[src/rtl/cache_2way_wb_ctrl.sv]
// 2-way set-associative write-back/write-allocate cache controller, one word per line.
// Single-bit LRU per set, req/ack memory port, saturating hit/miss statistics.
module cache_2way_wb_ctrl #(
  parameter int DATA_W  = 8,
  parameter int TAG_W   = 3,
  parameter int INDEX_W = 2,
  parameter int COUNT_W = 16,
  localparam int ADDR_W = TAG_W + INDEX_W,
  localparam int SETS   = 2**INDEX_W
) (
  input  logic               clock,
  input  logic               reset_n,
  input  logic               cpu_req,
  input  logic               cpu_wren,
  input  logic [ADDR_W-1:0]  cpu_addr,
  input  logic [DATA_W-1:0]  cpu_wdata,
  output logic               cpu_ready,
  output logic               cpu_done,
  output logic [DATA_W-1:0]  cpu_rdata,
  output logic               hit,
  output logic               write_back,
  output logic               mem_req,
  output logic               mem_we,
  output logic [ADDR_W-1:0]  mem_addr,
  output logic [DATA_W-1:0]  mem_wdata,
  input  logic [DATA_W-1:0]  mem_rdata,
  input  logic               mem_ack,
  output logic [COUNT_W-1:0] hit_count,
  output logic [COUNT_W-1:0] miss_count
);

  typedef enum logic [1:0] {IDLE, COMPARE, WRITEBACK, FILL} state_t;

  typedef struct packed {
    logic              vld;
    logic              dty;
    logic [TAG_W-1:0]  tag;
    logic [DATA_W-1:0] data;
  } line_t;

  state_t state, state_n;
  line_t [1:0][SETS-1:0] line_q;
  logic  [SETS-1:0]      lru_q;

  logic                wren_q;
  logic [ADDR_W-1:0]   addr_q;
  logic [DATA_W-1:0]   wdata_q;
  logic                miss_q;
  logic                vict_q;

  logic [INDEX_W-1:0]  idx;
  logic [TAG_W-1:0]    tg;
  logic [1:0]          way_hit;
  logic                any_hit, hway, vict;
  line_t               vline;

  assign idx = addr_q[INDEX_W-1:0];
  assign tg  = addr_q[ADDR_W-1:INDEX_W];

  for (genvar w = 0; w < 2; w++) begin : g_way
    assign way_hit[w] = line_q[w][idx].vld && (line_q[w][idx].tag == tg);
  end

  assign any_hit = |way_hit;
  assign hway    = way_hit[1];
  // Empty ways are filled before anything valid is evicted.
  assign vict    = !line_q[0][idx].vld ? 1'b0 :
                   !line_q[1][idx].vld ? 1'b1 : lru_q[idx];
  assign vline   = line_q[vict][idx];

  // Memory handshake decoded from state so reset drops mem_req immediately.
  assign cpu_ready  = (state == IDLE);
  assign mem_req    = (state == WRITEBACK) || (state == FILL);
  assign mem_we     = (state == WRITEBACK);
  assign write_back = (state == WRITEBACK);

  always_ff @(posedge clock or negedge reset_n) begin
    if (!reset_n) state <= IDLE;
    else          state <= state_n;
  end

  always_comb begin
    state_n = state;
    case (state)
      IDLE:      if (cpu_req) state_n = COMPARE;
      COMPARE:   if (any_hit)                     state_n = IDLE;
                 else if (vline.vld && vline.dty) state_n = WRITEBACK;
                 else                             state_n = FILL;
      WRITEBACK: if (mem_ack) state_n = FILL;
      FILL:      if (mem_ack) state_n = COMPARE;
      default:   state_n = IDLE;
    endcase
  end

  always_ff @(posedge clock or negedge reset_n) begin
    if (!reset_n) begin
      line_q     <= '0;
      lru_q      <= '0;
      wren_q     <= 1'b0;
      addr_q     <= '0;
      wdata_q    <= '0;
      miss_q     <= 1'b0;
      vict_q     <= 1'b0;
      cpu_done   <= 1'b0;
      hit        <= 1'b0;
      cpu_rdata  <= '0;
      mem_addr   <= '0;
      mem_wdata  <= '0;
      hit_count  <= '0;
      miss_count <= '0;
    end else begin
      cpu_done <= 1'b0;
      hit      <= 1'b0;
      case (state)
        IDLE: if (cpu_req) begin
          wren_q  <= cpu_wren;
          addr_q  <= cpu_addr;
          wdata_q <= cpu_wdata;
          miss_q  <= 1'b0;
        end
        COMPARE: if (any_hit) begin
          if (wren_q) begin
            line_q[hway][idx].data <= wdata_q;
            line_q[hway][idx].dty  <= 1'b1;
          end else begin
            cpu_rdata <= line_q[hway][idx].data;
          end
          lru_q[idx] <= ~hway;
          cpu_done   <= 1'b1;
          hit        <= ~miss_q;
          // A post-fill re-lookup hit is still accounted as a miss.
          if (!miss_q) begin
            if (hit_count != {COUNT_W{1'b1}}) hit_count <= hit_count + COUNT_W'(1);
          end else begin
            if (miss_count != {COUNT_W{1'b1}}) miss_count <= miss_count + COUNT_W'(1);
          end
        end else begin
          miss_q <= 1'b1;
          vict_q <= vict;
          if (vline.vld && vline.dty) begin
            mem_addr  <= {vline.tag, idx};
            mem_wdata <= vline.data;
          end else begin
            mem_addr  <= addr_q;
          end
        end
        WRITEBACK: if (mem_ack) begin
          line_q[vict_q][idx].dty <= 1'b0;
          mem_addr                <= addr_q;
        end
        FILL: if (mem_ack) begin
          line_q[vict_q][idx] <= '{vld: 1'b1, dty: 1'b0, tag: tg, data: mem_rdata};
        end
        default: ;
      endcase
    end
  end

endmodule

[config.mk]
export PLATFORM = sky130hd
export DESIGN_NAME = cache_2way_wb_ctrl
export DESIGN_NICKNAME = d
export VERILOG_FILES = /design/src/rtl/cache_2way_wb_ctrl.sv
export SDC_FILE = /design/constraint.sdc
export NUM_CORES = 1
export LEC_CHECK = 0
export CAP_MARGIN = 20
export CELL_PAD_IN_SITES_DETAIL_PLACEMENT = 1
export CELL_PAD_IN_SITES_GLOBAL_PLACEMENT = 1
export CORE_MARGIN = 2
export CORE_UTILIZATION = 42
export DETAILED_ROUTE_END_ITERATION = 8
export GPL_ROUTABILITY_DRIVEN = 1
export PLACE_DENSITY = 0.81
export SLEW_MARGIN = 30
export SYNTH_ARGS = -nofsm -noshare
export SYNTH_HDL_FRONTEND = slang
export SYNTH_SLANG_ARGS = --single-unit
[constraint.sdc]
create_clock -name clock -period 3.1 [get_ports clock]
set_clock_uncertainty 0.2 [all_clocks]
set_input_delay 0.465 -clock clock [delete_from_list [all_inputs] [get_ports clock]]
set_output_delay 0.465 -clock clock [all_outputs]
set_load 0.05 [all_outputs]
== Yosys cells after proc, flatten, opt, wreduce, memory -nomap -nowiden ==
Cells that the tools add are included.
Storage, ports and cells
  register bits: 181
  input port bits: 26
  output and inout port bits: 59
  word-level logic and storage cells: 154
Operators by class
  add/subtract/negate cells: 2
  $lt $le $gt $ge: 7
  eq/ne operators: 13
  mux-type cells: 59
  bitwise operators: 4
  reduce and logical (&&, ||, !) cells: 23
Operators by type and width (count)
  bitwise mux 104 bit: 4
  2-to-1 mux 104 bit: 4
  2-to-1 mux 52 bit: 8
  case mux 104 bit (3 select lines): 1
  demux 52 bit (select 1 bit): 4
  binary-select mux 13 bit (select 2 bit): 4
  demux 13 bit (select 2 bit): 3
  2-to-1 mux 13 bit: 4
  adder 16 x 1 -> 16 bit, second input constant: 2
  inequality test 16 bit, second input constant: 2
  2-to-1 mux 8 bit: 2
  2-to-1 mux 5 bit: 3
  AND reduction 3 bit: 5
  2-to-1 mux 12 bit: 1
  2-to-1 mux 1 bit: 11
  inequality test 2 bit, second input constant: 5
  case mux 5 bit (2 select lines): 1
  2-to-1 mux 2 bit: 4
  case mux 2 bit (4 select lines): 1
  AND reduction 4 bit: 2
  equality test 3 bit: 2
  logical AND 1 bit: 6
  less-than comparator 1 x 2 -> 1 bit, second input constant: 3
  AND reduction 2 bit: 3
  17 further kinds: 23

== Longest topological paths before layout ==
Gate-level depths: netlist (run 1).
  word-level depth: 13
  gate-level depth with buffers: 11
  gate-level depth less buffers: 9

== Worst setup path after synthesis (run 1) ==
OpenSTA, ideal clock, no wires.
  path kind: flip-flop to flip-flop
  from: reg state[0]
  to: reg line_q[33] in the netlist's numbering
  setup time: 0.131 ns
  arrival: 2.715 ns
  required time: 2.769 ns
  setup slack: 0.054 ns
  cell stages (with the launch flop): 10
  buffers on the path: 3
  period minus slack after synthesis: 3.046 ns
  path through: dfrtp_1 > inv_1 > ha_1 > clkbuf_1 > nor2_1 > clkbuf_1 > inv_1 > clkbuf_1 > o21ai_0 > o2bb2ai_1
Between the ends
  word-level cells in the longest chain between the ends: 3
  elaborated cells on any way between the ends: 10
  those cells by class: eq/ne (7); mux (1); reduce/logical (2)
Ends and longest elaborated chain
  start, declared: RTL line 41  | state_t state, state_n;
  start signal, assigned: RTL line 79  | else state <= state_n;
  equality test 2 bit *
  net mem_we: RTL line 23  | output logic mem_we,
  inequality test 2 x 1 -> 1 bit (no source line) or nonzero test 3 bit (tied branches)
  AND reduction 5 bit (no source line)
  end signal, assigned by index: RTL line 152  | line_q[vict_q][idx] <= '{vld: 1'b1, dty: 1'b0, tag: tg, data: mem_rdata};
  end, declared: RTL line 42  | line_t [1:0][SETS-1:0] line_q;
Mark *: on every way through the listed nets, which the timed path passes. The rest lies on a longest branch.
A chain may end at the register's enable or synchronous reset.

== Final worst setup path (run 1) ==
  from: reg addr_q[0]
  to: reg hit_count[4]
Between the ends
  word-level cells in the longest chain between the ends: 6
  elaborated cells on any way between the ends: 10
  those cells by class: eq/ne (2); mux (4); reduce/logical (4)
Ends and longest elaborated chain
  start, declared: RTL line 46  | logic [ADDR_W-1:0] addr_q;
  start signal, assigned: RTL line 117  | addr_q <= cpu_addr;
  binary-select mux 13 bit (select 2 bit): RTL line 61  | assign way_hit[w] = line_q[w][idx].vld && (line_q[w][idx].tag == tg);
  2-to-1 mux 13 bit (implied by the code): RTL line 61
  equality test 3 bit: RTL line 61
  logical AND 1 bit: RTL line 61
  OR reduction 2 bit *: RTL line 64  | assign any_hit = |way_hit;
  AND reduction 4 bit (no source line) *
  end signal, assigned: RTL line 133  | if (hit_count != {COUNT_W{1'b1}}) hit_count <= hit_count + COUNT_W'(1);
  end, declared: RTL line 28  | output logic [COUNT_W-1:0] hit_count,
Mark *: on every way between the ends. The rest lies on a longest branch, timed or not. The select of a mux whose other input is x is not followed.

==> run_results.csv, run 1 <==
group,metric,value,unit
routing,antenna_left,0,
pwr,cellLeakagePower,5.10,nW
pwr,power,0.0142,W
placed_design,place_hpwl,24200,microns
logic_synthesis,synth_nets,1038,
routing,vias,9100,
status,violations,"setup timing",
setup_path,cp_data_required_time,3220,ps
logic_synthesis,synth_top_family_by_area,"compound AO/OA/AOI/OAI gates",
clock_network,insertion_delay,450,ps
sta,post-route-period-util,101,%
clock_network,numClockSinks,181,
pwr,peakVddDrop,0.675,mV
sta,setup_viol,53,
routing,dr.pass1.iters,5,
sta,hold_viol_final,0,
logic_synthesis,synth-compound-area-share,20.7,%
layout,drive_gt1_share,20.0,%
layout,nNetsFinal,1140,
sta,maxSlewViolCount,0,
logic_synthesis,muxShareOfSynthArea,12.9,%
logic_synthesis,synth_xor_xnor_area_share,2.96,%
job,max-cap-violations,0,
logic_synthesis,ys_ff_latch,181,
floorplanning,core,0.0235,sq mm
layout,antenna_cells,0,
sta,slew_headroom,47.6,%
global_routing,grt_max_degree,74,
routing,dr_wl_met2,16700,microns
clock_network,ctsHtreeMaxLevel,4,
logic_synthesis,synth_simple_gate_area_share,13.5,%
min_path,hp-class,"reg -> reg",
global_routing,antenna_found_initial,0,
logic_synthesis,syn_area,0.0101,sq mm
routing,drt_iter0_markers,1101,
setup_path,critPathCaptureType,"register",
sta,rsz0062_at_grt,"true",
clock_network,cts.clk_slew.worst_paths,70,ps
routing,drc,0,
floorplanning,fp.dieArea,0.0252,sq mm
global_routing,overflow,0,
sta,fmax,318,MHz
routing,wl_met3,2910,microns
sta,min_period,3150,ps
global_routing,track_usage,27.8,%
routing,wl_per_cell,24.4,microns
logic_synthesis,ys_types,55,
logic_synthesis,yosysSeqAreaShare,45.0,%
floorplanning,die_w,159,microns
routing,highest_layer,"met4",
clock_network,numCtsBuffers,17,
sta,holdWs,289,ps
clock_network,cts_root_buf,"clkbuf_16",
clock_network,cts_tree,"built",
clock_network,cts_max_path_buffers,2,
floorplanning,die_height,159,microns
logic_synthesis,synth_edf_count,0,
logic_synthesis,syn_inst,1006,
setup_path,cp_data_arrival_time,3270,ps
global_routing,grt_pass1_wl,55400,microns
layout,area_delta_synth_final,23.0,%
status,status,"complete, but fails checks",
floorplanning,start_util,42.8,%
placed_design,port_buffers,84,
setup_path,critPathKind,"reg -> reg",
routing,viasPerCell,6.32,
routing,wl_met1,14600,microns
setup_path,path_max_fanout,6,
global_routing,first_global_vias,9586,
routing,wirelength,35200,microns
logic_synthesis,synth_flop_cell,"dfrtp_1",
min_path,whs_path_depth,1,
floorplanning,io_pins,85,
logic_synthesis,yosys.area_share.adder,0.747,%
placed_design,gp_congestion,0.891,
setup_path,startpoint_type,"register",
logic_synthesis,yosysWarningCount,0,
setup_path,r2r_cells,10,
sta,setup_slack,-45.5,ps
logic_synthesis,async_flop_share,100,%
sta,worstMarginPinSlew,786,ps
logic_synthesis,syn_avg_cell_area,9.99,sq um
floorplanning,core.rowCount,56,
pwr,p_per_area,1150,mW/mm^2
flip-flops by register name (all words and copies together) (netlist names), 2 cells and up:
name and count:
line_q 104, hit_count 16, miss_count 16, cpu_rdata 8
mem_wdata 8, wdata_q 8, addr_q 5, mem_addr 5
lru_q 4, state 2
final timing paths:
check / startpoint / end / slack [ps]
setup / recovery: addr_q[0]$_DFFE_PN0P_ / hit_count[4]$_DFFE_PN0P_ / -50
hold / removal: miss_count[6]$_DFFE_PN0P_ / miss_count[6]$_DFFE_PN0P_ / 290
setup reg to reg: addr_q[0]$_DFFE_PN0P_ / hit_count[4]$_DFFE_PN0P_ / -50
hold reg to reg: miss_count[6]$_DFFE_PN0P_ / miss_count[6]$_DFFE_PN0P_ / 290
max in group asynchronous: reset_n / line_q[99]$_DFFE_PN0P_ / 1510
min in group asynchronous: reset_n / hit_count[10]$_DFFE_PN0P_ / 400
layer usage:
metal / GRT usage, % / up-vias
met4: 8.01 / 0
met2: 45.4 / 511
met1: 37.5 / 4619
met3: 5.69 / 87
met5: 0 / -
li1: - / 3883
repair_timing:
action	CTS	global route
hold buffers	1	0
resized for setup	3	30
buffers inserted	1	9
setup endpoints to repair	11	108
gates cloned	0	1
pin swaps	0	4
endpoints found under the hold margin	69	0
power breakdown:
| group | leakage, nW | internal [W] | switching (W) | total, W |
|---|---|---|---|---|
| combinational | 2.42 | 0.00318 | 0.00464 | 0.00782 |
| sequential | 2.38 | 0.00318 | 0.000915 | 0.00410 |
| clock | 0.303 | 0.00133 | 0.000976 | 0.00231 |
| total | 5.10 | 0.00769 | 0.00653 | 0.0142 |
synth_stat cells, types with 9 or more instances:
master | number | area share [%]
mux2_2 | 27 | 3.0
o21ai_0 | 43 | 2.1
a32o_1 | 21 | 2.1
buf_1 | 15 | 0.56
nand3_1 | 14 | 0.70
inv_1 | 10 | 0.37
xor2_1 | 10 | 0.87
nand2_1 | 158 | 5.9
a21oi_1 | 144 | 7.2
and3_1 | 9 | 0.56
a31oi_1 | 13 | 0.81
nor2_1 | 45 | 1.7
mux4_2 | 38 | 8.5
mux2i_1 | 14 | 1.4
clkbuf_1 | 51 | 1.9
dfrtp_1 | 181 | 45
o2bb2ai_1 | 64 | 5.6
buf_2 | 11 | 0.55
xnor2_1 | 24 | 2.1
and2_1 | 14 | 0.87
critical path: stages, from the launching register on:
cell and delay, ps:
dfrtp_2 460, buf_4 190, mux4_2 540, xnor2_1 230, nand4_1 210, buf_4 200, a211oi_2 350, and2_4 230
buf_4 150, nand4_1 120, xnor2_1 140
cells in the final DEF, fill, tap and decap left out, drive strengths merged, types with 6 or more instances in the layout:
cell / n
a21o: 8
a21oi: 144
a31oi: 13
a32o: 21
and2: 16
and3: 9
buf: 83
clkbuf: 21
clkdlybuf4s50: 82
dfrtp: 181
ha: 6
inv: 13
mux2: 27
mux2i: 14
mux4: 38
nand2: 158
nand3: 16
nand4: 9
nor2: 49
nor3: 14
o21ai: 52
o2bb2ai: 64
xnor2: 24
xor2: 10
layout make-up:
type	count	area [sq um]
clock buffers	20	467
flip-flops and latches	181	4530
well taps	319	399
fillers	2561	11100
repair buffers	167	1540
multi-input cells	730	5240
inverters	11	41.3
clock inverters	11	148
per-stage QoR:
| step | std cells | util (%) | instance area (sq um) | setup WS, ps | setup TNS, ps |
|---|---|---|---|---|---|
| floorplan | 1006 | - | 10100 | 53.7 | 0 |
| global placement | 1396 | 49.1 | 11500 | 128 | 0 |
| detailed placement | 1396 | 49.1 | 11500 | -19.9 | -136 |
| CTS | 1429 | 51.8 | 12200 | 22.6 | 0 |
| global route | 1439 | 52.7 | 12400 | -202 | -9590 |
| finish | 1439 | 52.7 | 12400 | -45.5 | -762 |
logic make-up after synthesis:
logic type / after synthesis
adders and majority gates: 6
DFF: 181
muxes: 79
xor gates and xnor gates: 34
buffers and inverters: 96
AOI/OAI and AO/OA: 322
and+or+nand+nor: 288
(Power assumes the default switching activity.)
==> run 2, diff against run 1 <==
- CORE_MARGIN: 2 -> 1.5
- CORE_UTILIZATION: 42 -> 46
- DONT_BUFFER_PORTS: unset -> 1
==> run_results.csv, run 2 (synthesized netlist as in run 1, its figures left out) <==
group,metric,value,unit
layout,multi_input_area,0.00529,sq mm
floorplanning,start_util,47.4,%
layout,final_cell_count_no_fill,1349,
setup_path,slowest_stage,"mux4_2",
routing,viasPerCell,7.01,
setup_path,startpoint_type,"register",
layout,register_area,0.00453,sq mm
global_routing,grt_max_degree,182,
sta,post-route-period-util,108,%
setup_path,worst-path-buf-inv,4,
routing,antenna_left,0,
sta,min_period,3360,ps
sta,worstMarginPinSlew,779,ps
layout,top_register,"line_q",
placed_design,place_hpwl,23400,microns
layout,final_common_cell,"dfrtp_1",
layout,reg_top3,"line_q x104, hit_count x16, miss_count x16",
floorplanning,io_pins,85,
pwr,p_per_area,1230,mW/mm^2
pwr,power,0.0145,W
routing,wl_per_cell,28.2,microns
layout,area_delta_synth_final,17.5,%
status,status,"complete, but fails checks",
layout,antenna_cells,0,
pwr,cellLeakagePower,4.96,nW
setup_path,cpMostUsedCell,"buf_4",
sta,maxSlewViolCount,0,
clock_network,cts_hold_buf,14,
layout,nNetsFinal,1093,
job,max-cap-violations,0,
layout,final_cell_mix,"180 x dfrtp_1, 158 x nand2_1, 140 x a21oi_1, 98 x buf_4, 64 x o2bb2ai_1",
setup_path,critPathKind,"reg -> reg",
clock_network,cts_max_path_buffers,2,
setup_path,cpLargestDelayFamily,"buffers and inverters",
floorplanning,core.rowCount,53,
global_routing,track_usage,31.1,%
routing,drt_iter0_markers,1297,
placed_design,gp_congestion,0.891,
floorplanning,die_height,151,microns
setup_path,path_max_fanout,9,
min_path,hp-class,"in -> async",
pwr,peakVddDrop,0.568,mV
sta,slew_headroom,48.0,%
sta,fmax,298,MHz
clock_network,ctsHtreeMaxLevel,4,
global_routing,antenna_found_initial,0,
routing,vias,9457,
layout,drive_gt1_share,23.5,%
clock_network,cts_tree,"built",
clock_network,cts.clk_slew.worst_paths,70,ps
setup_path,critPathCaptureType,"register",
placed_design,preCtsSetupSlack,-120,ps
placed_design,port_buffers,0,
sta,setup_viol,137,
setup_path,cp_data_required_time,3220,ps
sta,setup_slack,-255,ps
sta,holdWs,-486,ps
status,violations,"hold timing, setup timing",
clock_network,cts_root_buf,"clkbuf_16",
placed_design,dp.cells,1283,
routing,wirelength,38100,microns
floorplanning,die_w,151,microns
global_routing,grt_pass1_wl,53600,microns
routing,dr.pass1.iters,5,
setup_path,cp_data_arrival_time,3470,ps
clock_network,numClockSinks,181,
routing,drc,0,
layout,largest_reg_flops,104,
floorplanning,fp.dieArea,0.0228,sq mm
setup_path,cp_cell_sequence,"buf_4, mux4_2, xnor2_2, and4_4, buf_6, buf_4, nor2_1, buf_4, a21oi_1, o2bb2ai_1",
global_routing,first_global_vias,9211,
layout,n_fill_cell,2316,
clock_network,numCtsBuffers,17,
clock_network,insertion_delay,440,ps
sta,rsz0062_at_grt,"true",
global_routing,overflow,0,
setup_path,slowest_delay,550,ps
floorplanning,core,0.0212,sq mm
sta,hold_viol_final,181,
-- run 2: final timing paths --
kind / from / end / slack (ps) / cells past startpoint
min in group clock: mem_rdata[5] / line_q[18]$_DFFE_PN0P_ / 40 / 2
max in group asynchronous: reset_n / line_q[15]$_DFFE_PN0P_ / 2990 / 0
setup / recovery: addr_q[0]$_DFFE_PN0P_ / line_q[3]$_DFFE_PN0P_ / -260 / 10
hold reg to reg: wdata_q[5]$_DFFE_PN0P_ / wdata_q[5]$_DFFE_PN0P_ / 300 / 1
setup reg to reg: addr_q[0]$_DFFE_PN0P_ / line_q[3]$_DFFE_PN0P_ / -260 / 10
hold / removal: reset_n / hit_count[9]$_DFFE_PN0P_ / -490 / 0
-- run 2: timing repair --
action                                  CTS  global route
endpoints found under the setup margin   76           126
pin swaps                                 0            10
cloned                                    0             2
endpoints found under the hold margin   195           181
gates resized for setup                   4            36
setup buffers                             3            15
-- run 2: metrics by stage --
stage	TNS, ps	util (%)	area, sq um
3_5_place_dp	-1490	50.4	10700
6_report	-20480	55.7	11800
5_1_grt	-22600	55.7	11800
2_1_floorplan	0	-	10100
4_1_cts	-0.587	54.2	11500
3_3_place_gp	0	50.4	10700
-- run 2: final cells by class --
type                       instances  area share (%)
clock buffer                      18            3.72
inverter                          11           0.349
multi-input combinational        731            44.8
sequential                       181            38.3
clock inverter                    14            1.67
timing repair buffer             119            8.23
tap                              275            2.91
-- run 2: where the power goes --
| part | internal [W] | total [W] | leakage [nW] | switching, W |
|---|---|---|---|---|
| combinational | 0.00299 | 0.00746 | 2.27 | 0.00447 |
| sequential | 0.00317 | 0.00462 | 2.38 | 0.00145 |
| clock | 0.00138 | 0.00241 | 0.308 | 0.00103 |
-- run 2: metal layers --
| metal | vias to the layer above | part of all wire, % | GRT usage, % |
|---|---|---|---|
| li1 | 3808 | - | - |
| met3 | 164 | 11 | 6.69 |
| met4 | 0 | 4.9 | 10.2 |
| met5 | - | 0 | 0 |
| met2 | 676 | 46 | 49.8 |
| met1 | 4809 | 38 | 42.0 |
